<file path="src/rtl/darray_gather_if.sv">
// darray_gather handshake bundle: word stream in, M-lane frame out.
// master drives words and out_ready; slave is the gather block.
interface darray_gather_if #(
  parameter int N = 2,
  parameter int M = 2
);
  localparam int CW = $clog2(M + 1);

  logic          in_valid;
  logic          in_ready;
  logic [N-1:0]  in_data;
  logic          in_last;
  logic          out_valid;
  logic          out_ready;
  logic [N-1:0]  out_data [0:M-1];
  logic [CW-1:0] out_count;

  modport master (
    output in_valid,
    output in_data,
    output in_last,
    output out_ready,
    input  in_ready,
    input  out_valid,
    input  out_data,
    input  out_count
  );

  modport slave (
    input  in_valid,
    input  in_data,
    input  in_last,
    input  out_ready,
    output in_ready,
    output out_valid,
    output out_data,
    output out_count
  );
endinterface

</file>
<file path="src/rtl/darray_gather.sv">
// darray_gather: packs N-bit words into an M-lane frame.
// DARRAY_GATHER_LAST_EN enables early frame close on in_last.
module darray_gather #(
  parameter int N = 2,
  parameter int M = 2
) (
  input logic            clock,
  input logic            reset,
  darray_gather_if.slave bus
);
  localparam int IW = $clog2(M);
  localparam int CW = $clog2(M + 1);
  localparam logic [IW-1:0] LAST = IW'(M - 1);

  typedef enum logic {
    FILL,
    HOLD
  } state_t;

  state_t        state;
  state_t        state_n;
  logic [IW-1:0] idx;
  logic [IW-1:0] idx_n;
  logic [CW-1:0] cnt;
  logic [CW-1:0] cnt_n;
  logic [N-1:0]  lane   [0:M-1];
  logic [N-1:0]  lane_n [0:M-1];
  logic          accept;
  logic          close;

  assign bus.in_ready  = (state == FILL) && !reset;
  assign bus.out_valid = (state == HOLD);
  assign bus.out_count = cnt;
  assign bus.out_data  = lane;

  assign accept = bus.in_valid && bus.in_ready;

`ifdef DARRAY_GATHER_LAST_EN
  assign close = accept && ((idx == LAST) || bus.in_last);
`else
  logic unused_last;
  assign unused_last = bus.in_last;
  assign close = accept && (idx == LAST);
`endif

  // Next-state: fill lanes, close the frame, release it on out_ready
  always_comb begin
    state_n = state;
    idx_n   = idx;
    cnt_n   = cnt;
    lane_n  = lane;
    unique case (state)
      FILL: begin
        if (accept) begin
          lane_n[idx] = bus.in_data;
          idx_n       = idx + IW'(1);
        end
        if (close) begin
          state_n = HOLD;
          cnt_n   = CW'(idx) + CW'(1);
`ifdef DARRAY_GATHER_LAST_EN
          for (int k = 0; k < M; k++) begin
            if (k > int'(idx)) lane_n[k] = '0;
          end
`endif
        end
      end
      HOLD: begin
        if (bus.out_ready) begin
          state_n = FILL;
          idx_n   = '0;
        end
      end
      default: state_n = FILL;
    endcase
  end

  // State, index, count and lane registers; reset drops any frame
  always_ff @(posedge clock) begin
    if (reset) begin
      state <= FILL;
      idx   <= '0;
      cnt   <= '0;
      for (int k = 0; k < M; k++) lane[k] <= '0;
    end else begin
      state <= state_n;
      idx   <= idx_n;
      cnt   <= cnt_n;
      lane  <= lane_n;
    end
  end
endmodule
</file>
<file path="src/flat_wrapper.sv">
// flat-port wrapper written by rule: the top's interface ports become plain ports
module darray_gather_flat 
#(
  parameter int N = 2,
  parameter int M = 2
)
  (clock, reset, bus_in_valid, bus_in_data, bus_in_last, bus_out_ready, bus_in_ready, bus_out_valid, bus_out_data, bus_out_count);
  darray_gather_if #(.N(N), .M(M)) bus_i ();
  input logic clock;
  input logic reset;
  input wire logic [$bits(bus_i.in_valid)-1:0] bus_in_valid;
  input wire logic [$bits(bus_i.in_data)-1:0] bus_in_data;
  input wire logic [$bits(bus_i.in_last)-1:0] bus_in_last;
  input wire logic [$bits(bus_i.out_ready)-1:0] bus_out_ready;
  output wire logic [$bits(bus_i.in_ready)-1:0] bus_in_ready;
  output wire logic [$bits(bus_i.out_valid)-1:0] bus_out_valid;
  output wire logic [$bits(bus_i.out_data)-1:0] bus_out_data;
  output wire logic [$bits(bus_i.out_count)-1:0] bus_out_count;
  assign bus_i.in_valid = bus_in_valid;
  assign bus_i.in_data = bus_in_data;
  assign bus_i.in_last = bus_in_last;
  assign bus_i.out_ready = bus_out_ready;
  assign bus_in_ready = bus_i.in_ready;
  assign bus_out_valid = bus_i.out_valid;
  assign bus_out_data = {>>{bus_i.out_data}};
  assign bus_out_count = bus_i.out_count;
  darray_gather #(.N(N), .M(M)) u_core (.clock(clock), .reset(reset), .bus(bus_i));
endmodule
</file>
<file path="config.mk">
export PLATFORM = sky130hd
export DESIGN_NAME = darray_gather_flat
export DESIGN_NICKNAME = d
export VERILOG_FILES = /design/src/rtl/darray_gather_if.sv /design/src/rtl/darray_gather.sv /design/src/flat_wrapper.sv
export SDC_FILE = /design/constraint.sdc
export NUM_CORES = 1
export LEC_CHECK = 0
export BUFFER_PORTS_ARGS = -buffer_cell sky130_fd_sc_hd__buf_2
export CAP_MARGIN = 0
export CORE_AREA = 5 5 42 44
export DETAILED_ROUTE_END_ITERATION = 16
export DIE_AREA = 0 0 47 49
export GPL_TIMING_DRIVEN = 0
export PLACE_DENSITY_LB_ADDON = 0.3
export SLEW_MARGIN = 10
export SYNTH_ARGS = -nofsm -noshare
export SYNTH_HDL_FRONTEND = slang
export SYNTH_SLANG_ARGS = --single-unit
</file>
<file path="constraint.sdc">
create_clock -name clock -period 2.46 [get_ports clock]
set_clock_uncertainty 0.05 [all_clocks]
set_input_delay 0.492 -clock clock [delete_from_list [all_inputs] [get_ports clock]]
set_output_delay 0.492 -clock clock [all_outputs]
set_load 0.02 [all_outputs]
</file>
-- Word level (Yosys, flattened, before mapping)
Index checks and enable logic that the tools add are counted.
- $add $sub $neg: 2
- order comparisons: 2
- equality and inequality tests: 2
- multiplexer cells: 9
- bitwise operators: 2
- reduce and logical (&&, ||, !) cells: 8
- operators by type and width (operator ; number):
    2-bit AND reduction ; 3
    4-bit bitwise mux ; 1
    1-bit logical AND ; 4
    1-bit two-way mux ; 4
    1-bit one-hot mux with 2 select lines ; 2
    1-bit by 1-bit adder with 2-bit output (second input constant) ; 1
    2-bit demux with 1-bit select ; 1
    2-bit greater-or-equal comparator (second input constant) ; 1
    2-bit by 1-bit < comparator with 1-bit output (second input constant) ; 1
    2-bit two-way mux ; 1
    2-bit by 1-bit inequality test with 1-bit output (second input constant) ; 1
    2-bit inequality test (second input constant) ; 1
    1-bit NOT with 2-bit output ; 1
    1-bit adder (second input constant) ; 1
    1-bit logical NOT ; 1
    1-bit NOT ; 1
- flip-flop bits (word level): 8
- output and inout port bits: 8
- logic and storage cells: 30

-- Depth between registers and ports, before layout
- depth after elaboration: 6
- gate-level depth with buffers: 3

-- Least setup slack after synthesis
No wires, ideal clock.
- kind: in2out
- start: in reset
- end: out bus_in_ready
- arrival time: 924 ps
- path slack: 994 ps
- cell stages on the path: 2
- buffers on the path: 1
- path through: buf_2 > nor2_1
- cells in the longest elaborated chain, start to end: 2
- RTL lines (element ; line ; RTL):
    start: declaration ; flat_wrapper.sv:10 ; input logic reset;
    1-bit logical NOT ; darray_gather.sv:31 ; assign bus.in_ready = (state == FILL) && !reset;
    1-bit logical AND ; darray_gather.sv:31 ;
    end: declaration ; flat_wrapper.sv:15 ; output wire logic [$bits(bus_i.in_ready)-1:0] bus_in_ready;
No other way between the ends.

-- Worst setup path after layout
- start: reg u_core.state (netlist: u_core.bus.out_valid)
- end: out bus_in_ready
- cells in the longest elaborated chain, start to end: 2
- RTL lines (element ; line ; RTL):
    start: declaration ; darray_gather.sv:20 ; state_t state;
    start signal: assignment ; darray_gather.sv:86 ; state <= state_n;
    1-bit NOT (no source line) ; - ;
    1-bit logical AND ; darray_gather.sv:31 ;
No other way between the ends.

==> results_dict.tcl <==
set metrics [dict create \
    drt_iter0_markers 2 \
    synth_area_per_cell_sq_um 11.1 \
    yosys_warnings 0 \
    fmax_mhz 670 \
    routedWlPerCell_um 10.6 \
    rsz0062_at_grt "no" \
    min_path_type "register to register" \
    antenna_found_initial 0 \
    critPathBufInv 1 \
    finalSetupTns_ps 0 \
    max_stage_delay_ps 460 \
    cp-end-kind "output port" \
    ir_drop_uv 286 \
    start_kind "register" \
    cts_tree "done" \
    fp.dieW_um 47 \
    overflow 0 \
    fp-row-count 14 \
    leakagePower_nw 0.220 \
    synth_cells 28 \
    hold_buffers 0 \
    grt_max_degree 10 \
    slew_headroom 0.828 \
    clock_latency_ps 250 \
    synth_area_sq_um 310 \
    drv_slew 0 \
    vias 237 \
    num_antenna_cells 0 \
    total_power_uw 280 \
    synthToLayoutAreaGrowth_pct 33.1 \
    die_y_um 49 \
    globalplace.congestion 0.605 \
    slowest_stage "dfxtp_1" \
    ctsLongestPathBuffers 2 \
    worst_slew_pin_slew_ps 257 \
    core-area_sq_um 1400 \
    die-area_sq_um 2300 \
    dr.pass1.iters 4 \
    numPortBuffers 12 \
    finalWorstSetupSlack_ps 967 \
    cp_top_family "flip-flops" \
    setup_viol 0 \
    synth.most_common_cell "dfxtp_1" \
    initial_core_util 0.221 \
    hpwl_um 471 \
    layout_min_cycle_time_ps 1490 \
    synth_fp_nets 35 \
    dp_slack_ps 1000 \
    grt_pass1_vias 259 \
    period_share 0.607 \
    worst_ep_required_time_ps 1920 \
    final_hold_viol_count 0 \
    drc 0 \
    worstPathMaxFanout 6 \
    criticalPathCategory "register to output port" \
    via_per_inst 4.02 \
    synthTopCellsByCount "8 x dfxtp_1, 6 x nor2_1, 5 x mux2i_1" \
    synthFlopType "dfxtp_1" \
    cts_root_buf "clkbuf_4" \
    cts_sinks 8 \
    synthDistinctLibCells 10 \
    cp_cell_sequence "nor2_1, buf_2" \
    synthDominantCellAreaShare 0.516 \
    grt_pass1_wl_um 1100 \
    drtAntennaViolNets 0 \
    drive_gt1_frac 0.419 \
    cts.clk_slew.worst_paths_ps 50 \
    synth_top_area_cell "dfxtp_1" \
    cp.arrival_ps 950 \
    synth-edff-count 0 \
    cts-resized-gates 0 \
    post-route-util 0.295 \
    final_nets 52 \
    async_flop_share 0 \
    track_usage 0.0678 \
    drv_cap 0 \
    nFillCells 158 \
    yosysSeqAreaShare 0.516 \
    postCtsSetupBuffers 0 \
    p_per_area_nw_per_um2 677 \
    h-tree-depth 1 \
    netlist_top_cells_area "dfxtp_1 52%, mux2i_1 16%, nor2_1 7.3%" \
    io_pins 15 \
    drt-total-wl_um 623 \
    status "finished clean" \
    ys_ff_latch 8 \
    cts_made_buffers 3 \
]
-- final timing paths --
check                           from                       to  slack [ps]  cells past startpoint
max             u_core.bus.out_valid             bus_in_ready         970                      2
min          u_core.bus.out_count[1]  u_core.bus.out_count[1]         400                      2
max reg2reg     u_core.bus.out_valid   u_core.bus.out_data[3]        1370                      3
min reg2reg  u_core.bus.out_count[1]  u_core.bus.out_count[1]         400                      2
-- metrics by stage --
step	hold slack (ps)	cells	instance area, sq um
2_1_floorplan	472	28	310
3_3_place_gp	382	56	390
3_5_place_dp	390	56	390
4_1_cts	397	59	413
5_1_grt	428	59	413
6_report	395	59	413
-- state kept, by name, summed over array words and instances (netlist names) --
| signal | flops |
|---|---|
| u_core.bus.out_count | 2 |
| u_core.bus.out_valid | 1 |
| u_core.bus.out_data | 4 |
| u_core.idx | 1 |
-- routing by layer --
| metal | vias to the layer above | part of all wire | global-route usage |
|---|---|---|---|
| met5 | - | 0 | 0 |
| met2 | 11 | 0.35 | 0.0747 |
| met4 | 0 | 0 | 0.0415 |
| met1 | 103 | 0.56 | 0.0998 |
| met3 | 0 | 0.090 | 0.0332 |
| li1 | 123 | - | - |
-- cells by family (layout without fill, tap and decap cells) --
group                  Yosys count  after routing  synth area share
and+or+nand+nor                 10             10             0.246
muxes                            5              5             0.161
DFF                              8              8             0.516
AOI/OAI and AO/OA                3              3            0.0484
buffers and inverters            2             17            0.0282
-- worst reg2reg max path: stages (launching register included) --
cell and delay (ps):
dfxtp_1 370, nor3b_4 290, mux2i_1 220, nor2_1 50
-- cell usage in the layout (no fill, tap or decap) --
cell type,Yosys,final
a21oi_1,3,3
inv_1,1,1
and3b_1,1,1
nor2_1,6,6
nor3b_4,1,1
nand3b_4,1,1
mux2i_1,5,5
buf_2,1,13
dfxtp_1,8,8
clkbuf_4,0,3
nand2b_1,1,1
-- power breakdown --
| group | total, mW | switching [mW] | internal, mW |
|---|---|---|---|
| logic | 0.0401 | 0.0219 | 0.0182 |
| registers | 0.143 | 0.00600 | 0.137 |
| clock network | 0.0970 | 0.0414 | 0.0556 |
| total | 0.280 | 0.0693 | 0.210 |
-- area by class of cell --
class / count / area (sq um) / area share
repair buffers: 12 / 60.1 / 0.145
flip-flops and latches: 8 / 160 / 0.388
multi-input cells: 18 / 141 / 0.342
inverters: 1 / 3.75 / 0.00909
well taps: 16 / 20.0 / 0.0485
plain buffers: 1 / 5.00 / 0.0121
clock buffers: 3 / 22.5 / 0.0545
Note: power is estimated with default switching activity, not from simulation.
